`src/rtl/mips_bus_pkg.sv`:
```
// Shared types and defaults for the MIPS unified-bus sequencer.
package mips_bus_pkg;

    typedef enum logic [1:0] {
        FETCH  = 2'd0,
        DATA   = 2'd1,
        COMMIT = 2'd2,
        HALT   = 2'd3
    } bus_state_t;

    localparam int DEFAULT_TIMEOUT = 255;

    // States in which a bus access is outstanding and the watchdog runs
    function automatic logic is_bus_state(input bus_state_t s);
        return (s == FETCH) || (s == DATA);
    endfunction

endpackage

```
`src/rtl/mips_bus_watchdog.sv`:
```
// Counts consecutive stalled bus cycles and flags the one that reaches TIMEOUT.
module mips_bus_watchdog
    import mips_bus_pkg::*;
#(
    parameter int TIMEOUT = DEFAULT_TIMEOUT
) (
    input  logic clk,
    input  logic reset,
    input  logic count,
    input  logic clear,
    output logic expire
);

    localparam int CW = (TIMEOUT < 1) ? 1 : $clog2(TIMEOUT + 1);

    logic [CW-1:0] wait_count;

    always_ff @(posedge clk or posedge reset) begin
        if (reset) begin
            wait_count <= '0;
        end else if (clear) begin
            wait_count <= '0;
        end else if (count) begin
            wait_count <= wait_count + CW'(1);
        end
    end

    // Fires on the stalled cycle whose edge would bring the count to TIMEOUT
    assign expire = count && (wait_count == CW'(TIMEOUT - 1));

endmodule

```
`src/rtl/mips_cpu_bus_sequencer.sv`:
```
// Sequences a Harvard MIPS core onto one wait-request bus, stepping the core via cpu_clk_enable.
module mips_cpu_bus_sequencer
    import mips_bus_pkg::*;
#(
    parameter int TIMEOUT = DEFAULT_TIMEOUT
) (
    input  logic        clk,
    input  logic        reset,
    input  logic        cpu_active,
    output logic        cpu_clk_enable,
    input  logic [31:0] instr_address,
    output logic [31:0] instr_readdata,
    input  logic [31:0] data_address,
    input  logic        data_read,
    input  logic        data_write,
    input  logic [3:0]  data_byteenable,
    input  logic [31:0] data_writedata,
    output logic [31:0] data_readdata,
    output logic [31:0] mem_address,
    output logic        mem_read,
    output logic        mem_write,
    output logic [3:0]  mem_byteenable,
    output logic [31:0] mem_writedata,
    input  logic [31:0] mem_readdata,
    input  logic        mem_waitrequest,
    output logic        bus_error
);

    bus_state_t state;
    bus_state_t state_next;
    logic       error_set;
    logic       write_access;
    logic       watchdog_count;
    logic       watchdog_expire;

    assign watchdog_count = is_bus_state(state) && mem_waitrequest;

    mips_bus_watchdog #(
        .TIMEOUT(TIMEOUT)
    ) u_watchdog (
        .clk    (clk),
        .reset  (reset),
        .count  (watchdog_count),
        .clear  (!watchdog_count),
        .expire (watchdog_expire)
    );

    always_ff @(posedge clk or posedge reset) begin
        if (reset) begin
            state          <= FETCH;
            write_access   <= 1'b0;
            bus_error      <= 1'b0;
            instr_readdata <= '0;
            data_readdata  <= '0;
        end else begin
            state <= state_next;
            if (error_set) begin
                bus_error <= 1'b1;
            end
            if (state == FETCH && !mem_waitrequest) begin
                instr_readdata <= mem_readdata;
                write_access   <= data_write;
            end
            if (state == DATA && !mem_waitrequest && !write_access) begin
                data_readdata <= mem_readdata;
            end
        end
    end

    always_comb begin
        state_next = state;
        error_set  = 1'b0;
        case (state)
            FETCH: begin
                if (watchdog_expire) begin
                    state_next = HALT;
                    error_set  = 1'b1;
                end else if (!mem_waitrequest) begin
                    // A core asking to read and write at once is malformed
                    if (data_read && data_write) begin
                        state_next = HALT;
                        error_set  = 1'b1;
                    end else if (data_read || data_write) begin
                        state_next = DATA;
                    end else begin
                        state_next = COMMIT;
                    end
                end
            end
            DATA: begin
                if (watchdog_expire) begin
                    state_next = HALT;
                    error_set  = 1'b1;
                end else if (!mem_waitrequest) begin
                    state_next = COMMIT;
                end
            end
            COMMIT:  state_next = cpu_active ? FETCH : HALT;
            HALT:    state_next = HALT;
            default: state_next = HALT;
        endcase
    end

    // Strobes and the core enable are gated by reset so they drop the instant it asserts
    always_comb begin
        mem_address    = '0;
        mem_read       = 1'b0;
        mem_write      = 1'b0;
        mem_byteenable = '0;
        mem_writedata  = '0;
        cpu_clk_enable = 1'b0;
        if (!reset) begin
            case (state)
                FETCH: begin
                    mem_read       = 1'b1;
                    mem_address    = instr_address;
                    mem_byteenable = 4'b1111;
                end
                DATA: begin
                    mem_address = data_address;
                    if (write_access) begin
                        mem_write      = 1'b1;
                        mem_byteenable = data_byteenable;
                        mem_writedata  = data_writedata;
                    end else begin
                        mem_read       = 1'b1;
                        mem_byteenable = 4'b1111;
                    end
                end
                COMMIT:  cpu_clk_enable = 1'b1;
                default: cpu_clk_enable = 1'b0;
            endcase
        end
    end

endmodule

```
`config.mk`:
```
export PLATFORM = sky130hd
export DESIGN_NAME = mips_cpu_bus_sequencer
export DESIGN_NICKNAME = d
export VERILOG_FILES = /design/src/rtl/mips_bus_pkg.sv /design/src/rtl/mips_bus_watchdog.sv /design/src/rtl/mips_cpu_bus_sequencer.sv
export SDC_FILE = /design/constraint.sdc
export NUM_CORES = 1
export LEC_CHECK = 0
export BUFFER_PORTS_ARGS = -buffer_cell sky130_fd_sc_hd__buf_2
export CAP_MARGIN = 30
export CORE_MARGIN = 5
export CORE_UTILIZATION = 35
export CTS_CLUSTER_DIAMETER = 200
export DETAILED_ROUTE_END_ITERATION = 8
export MAX_ROUTING_LAYER = met4
export PLACE_DENSITY = 0.73
export SYNTH_ARGS = -nofsm -noshare
export SYNTH_HDL_FRONTEND = slang
export SYNTH_HIERARCHICAL = 1
export SYNTH_SLANG_ARGS = --single-unit
```
`constraint.sdc`:
```
create_clock -name clk -period 2.45 [get_ports clk]
set_clock_uncertainty 0.05 [all_clocks]
set_input_delay 0.3675 -clock clk [delete_from_list [all_inputs] [get_ports clk]]
set_output_delay 0.3675 -clock clk [all_outputs]
set_load 0.02 [all_outputs]
```
==> results.md <==
- Status: complete, no violations
- Clock Tree Root: clkbuf_16
- WL/cell: 16.4 um
- WS Path Type: register to primary output
- Synth area leaders: dfrtp_1 (48%), mux2_4 (11%), mux2_2 (9.4%)
- I/O Buffers: approximately 270
- Leakage power: 3.33 nW
- Io pins: 274
- Final ANT Viol Nets: 0
- Critical path, cell by cell: nor4b_4 > buf_4 > and2_1 > buf_2
- Placed cell count: slightly above 700
- Max-slew headroom: 0.427
- Chip Width: ~120 um
- R2R Setup Slk: 460 ps
- Post-synth EDFFs: 0
- Clk network pwr share: 0.217
- Max Clk Rate: 446 MHz
- Syn avg cell area: around 12 um^2
- P&R area growth vs syn: 46.0%
- Max VDD drop: 801 uV
- DP HPWL: 9550 um
- CP Capture Type: primary output
- # DRC: 0
- Register area: about 1900 um^2
- Mapped Nets: 463
- Synth Cell Area: just under 4000 um^2
- Pin count of the biggest net entering global routing: just under 70
- Clk_lat worst skew: 320 ps
- Clk sink count: 76
- Worst Reg-to-Reg Cells: 5
- Total GRT Usage: 0.173
- DP Worst Slack: between 400 and 500 ps
- Placed cell area: around 5400 um^2
- Distinct cells, synth: 35
- Critical-path top delay cell: dfrtp_1
- Remaining global-route overflow: 0
- Combinational share of power: 0.461
- Switch share: 0.389
- Fillers: 1004
- Final net count: 732
- Core ar.: roughly 11000 um^2
- Crit-path leading delay family: flip-flops
- DRT Wirelength: 12100 um
- Die Ht: ~120 um
- Critical Path Max Stage Delay: 540 ps
- Yosys warnings: 6
- CTS H-Tree Depth: 3
- Yosys top cell area share: 0.483
- Initial antenna violation count: 1
- Site Rows: 38
- Fin area: 5750 um^2
- Slew at the pin closest to its max-slew limit: about 860 ps
- Worst setup path start: state[1]
- Initial Util: 0.360
- Hold crit path type: primary input to asynchronous set/reset pin
- Iteration-0 DRC Markers: 98
- Post-synth ARST share: 1.00
- TritonCTS Buffers: 9
- Startpoint types: register
- MaxCap Viol Count: 0
- CTS tree: built
- Setup TNS: 0 ps
- Ys flop type: dfrtp_1
- Worst path bufs/invs: 2
- Clk slew on worst S/H paths: 60 ps
- Crit path max fanout: 33
- Final setup fails: 0
- Vias in the first global route: 3571
- TritonRoute pass-1 iters: 4
- Synth area leader: dfrtp_1
- Commonest cells after routing, fill and taps aside: buf_2 (273), dfrtp_1 (75), nor2_1 (47)
- Critical Path AT: 1820 ps
- Max Slew Vio Count: 0
- Register area share after synthesis: 0.483
- First-pass GRT wire length: 17900 um
- Pwr Density: 1160 nW/um^2
- Final period utilization: 0.914
- CTS Buffer Depth: 2
- Final WS setup: 210 ps
- Worst r2r dst: u_watchdog/wait_count[5]
- Register share of total power: 0.322
- Fin. Hold Viols: 0
- Vias: 3382
- Pint: 4.09 mW
- Gpl congestion: between 0.7 and 0.8
- Commonest non-fill, non-tap cell in the layout: buf_2
- Gate Count Post-Synth: 321
- Die ar.: around 13000 um^2
- Hold WS: about 19 ps
- Share of cells above drive strength 1: 0.613
- Crit path time final: 2240 ps
- RR Startpoint: state[1]
- CP required: 2030 ps
- RSZ-0062 raised after global routing: no
- P_sw: roughly 2.6 mW
- Yosys reg bits: 76
- Area of the multi-input gates: 1880 um^2
- Non-filler cells, final: 736
- Vias per cell: 4.60
cell usage after synthesis (all sizes together), types with 3 or more instances:
| cell type | instances |
|---|---|
| dfrtp | 76 |
| mux2 | 65 |
| nor2 | 47 |
| and2 | 32 |
| mux2i | 32 |
| buf | 16 |
| inv | 8 |
| a21oi | 5 |
| nand4 | 5 |
| clkbuf | 4 |
| ha | 4 |
| nand2 | 4 |
| o21ai | 3 |
| or3 | 3 |
| xor2 | 3 |
cell families after synthesis:
group | count (synthesis) | share of synthesized area
and+or+nand+nor | 98 | 0.138
AOI/OAI and AO/OA | 14 | 0.0219
adders and majority gates | 4 | 0.0127
buffers and inverters | 28 | 0.0406
muxes | 97 | 0.296
xor gates and xnor gates | 4 | 0.00889
DFF | 76 | 0.483
what timing repair did:
action / CTS / global route
hold buffers: 0 / 0
setup buffers: 0 / 0
endpoints found under the setup margin: 0 / 7
gates resized for setup: 0 / 1
registers in the layout (all words and copies together), names as in the netlist:
signal	count
data_readdata	32
instr_readdata	32
u_watchdog/wait_count	8
state	2
bus_error	1
write_access	1
area by class of cell:
class	count	area share
inverter	8	0.00587
clock inverter	7	0.0183
antenna	1	0.000435
clock buffer	9	0.0391
sequential	76	0.331
tap	140	0.0304
multi-input combinational	217	0.327
timing repair buffer	278	0.248
per-layer routing:
layer  track usage  share of wire  vias to the layer above
met2         0.318           0.54                      134
met4        0.0356         0.0084                        0
met3        0.0461          0.083                       12
met1         0.188           0.37                     1607
met5             -              0                        -
li1              -              -                     1629
stage by stage:
stage	power (mW)	util
global route	7.07	0.526
global placement	5.20	0.496
detailed placement	5.29	0.496
CTS	6.77	0.526
floorplan	4.25	-
finish	6.70	0.526
power groups by stage:
stage	logic (mW)	registers [mW]	clock network [mW]
global route	3.28	2.24	1.55
floorplan	1.49	2.76	0
finish	3.08	2.16	1.45
global placement	3.06	2.14	0
detailed placement	3.12	2.17	0
CTS	3.13	2.16	1.48
worst max-delay path by stage:
| stage | depth (start not counted) | to | slack, ps |
|---|---|---|---|
| after floorplan | 2 | cpu_clk_enable | 150 |
| after global placement | 3 | mem_read | 510 |
| after detailed placement | 5 | u_watchdog/wait_count[6] | 460 |
| after CTS | 3 | mem_address[8] | 140 |
| after global routing | 4 | mem_writedata[15] | 50 |
| final | 4 | mem_writedata[15] | 210 |
No activity file was read; power rests on OpenSTA's default activity.
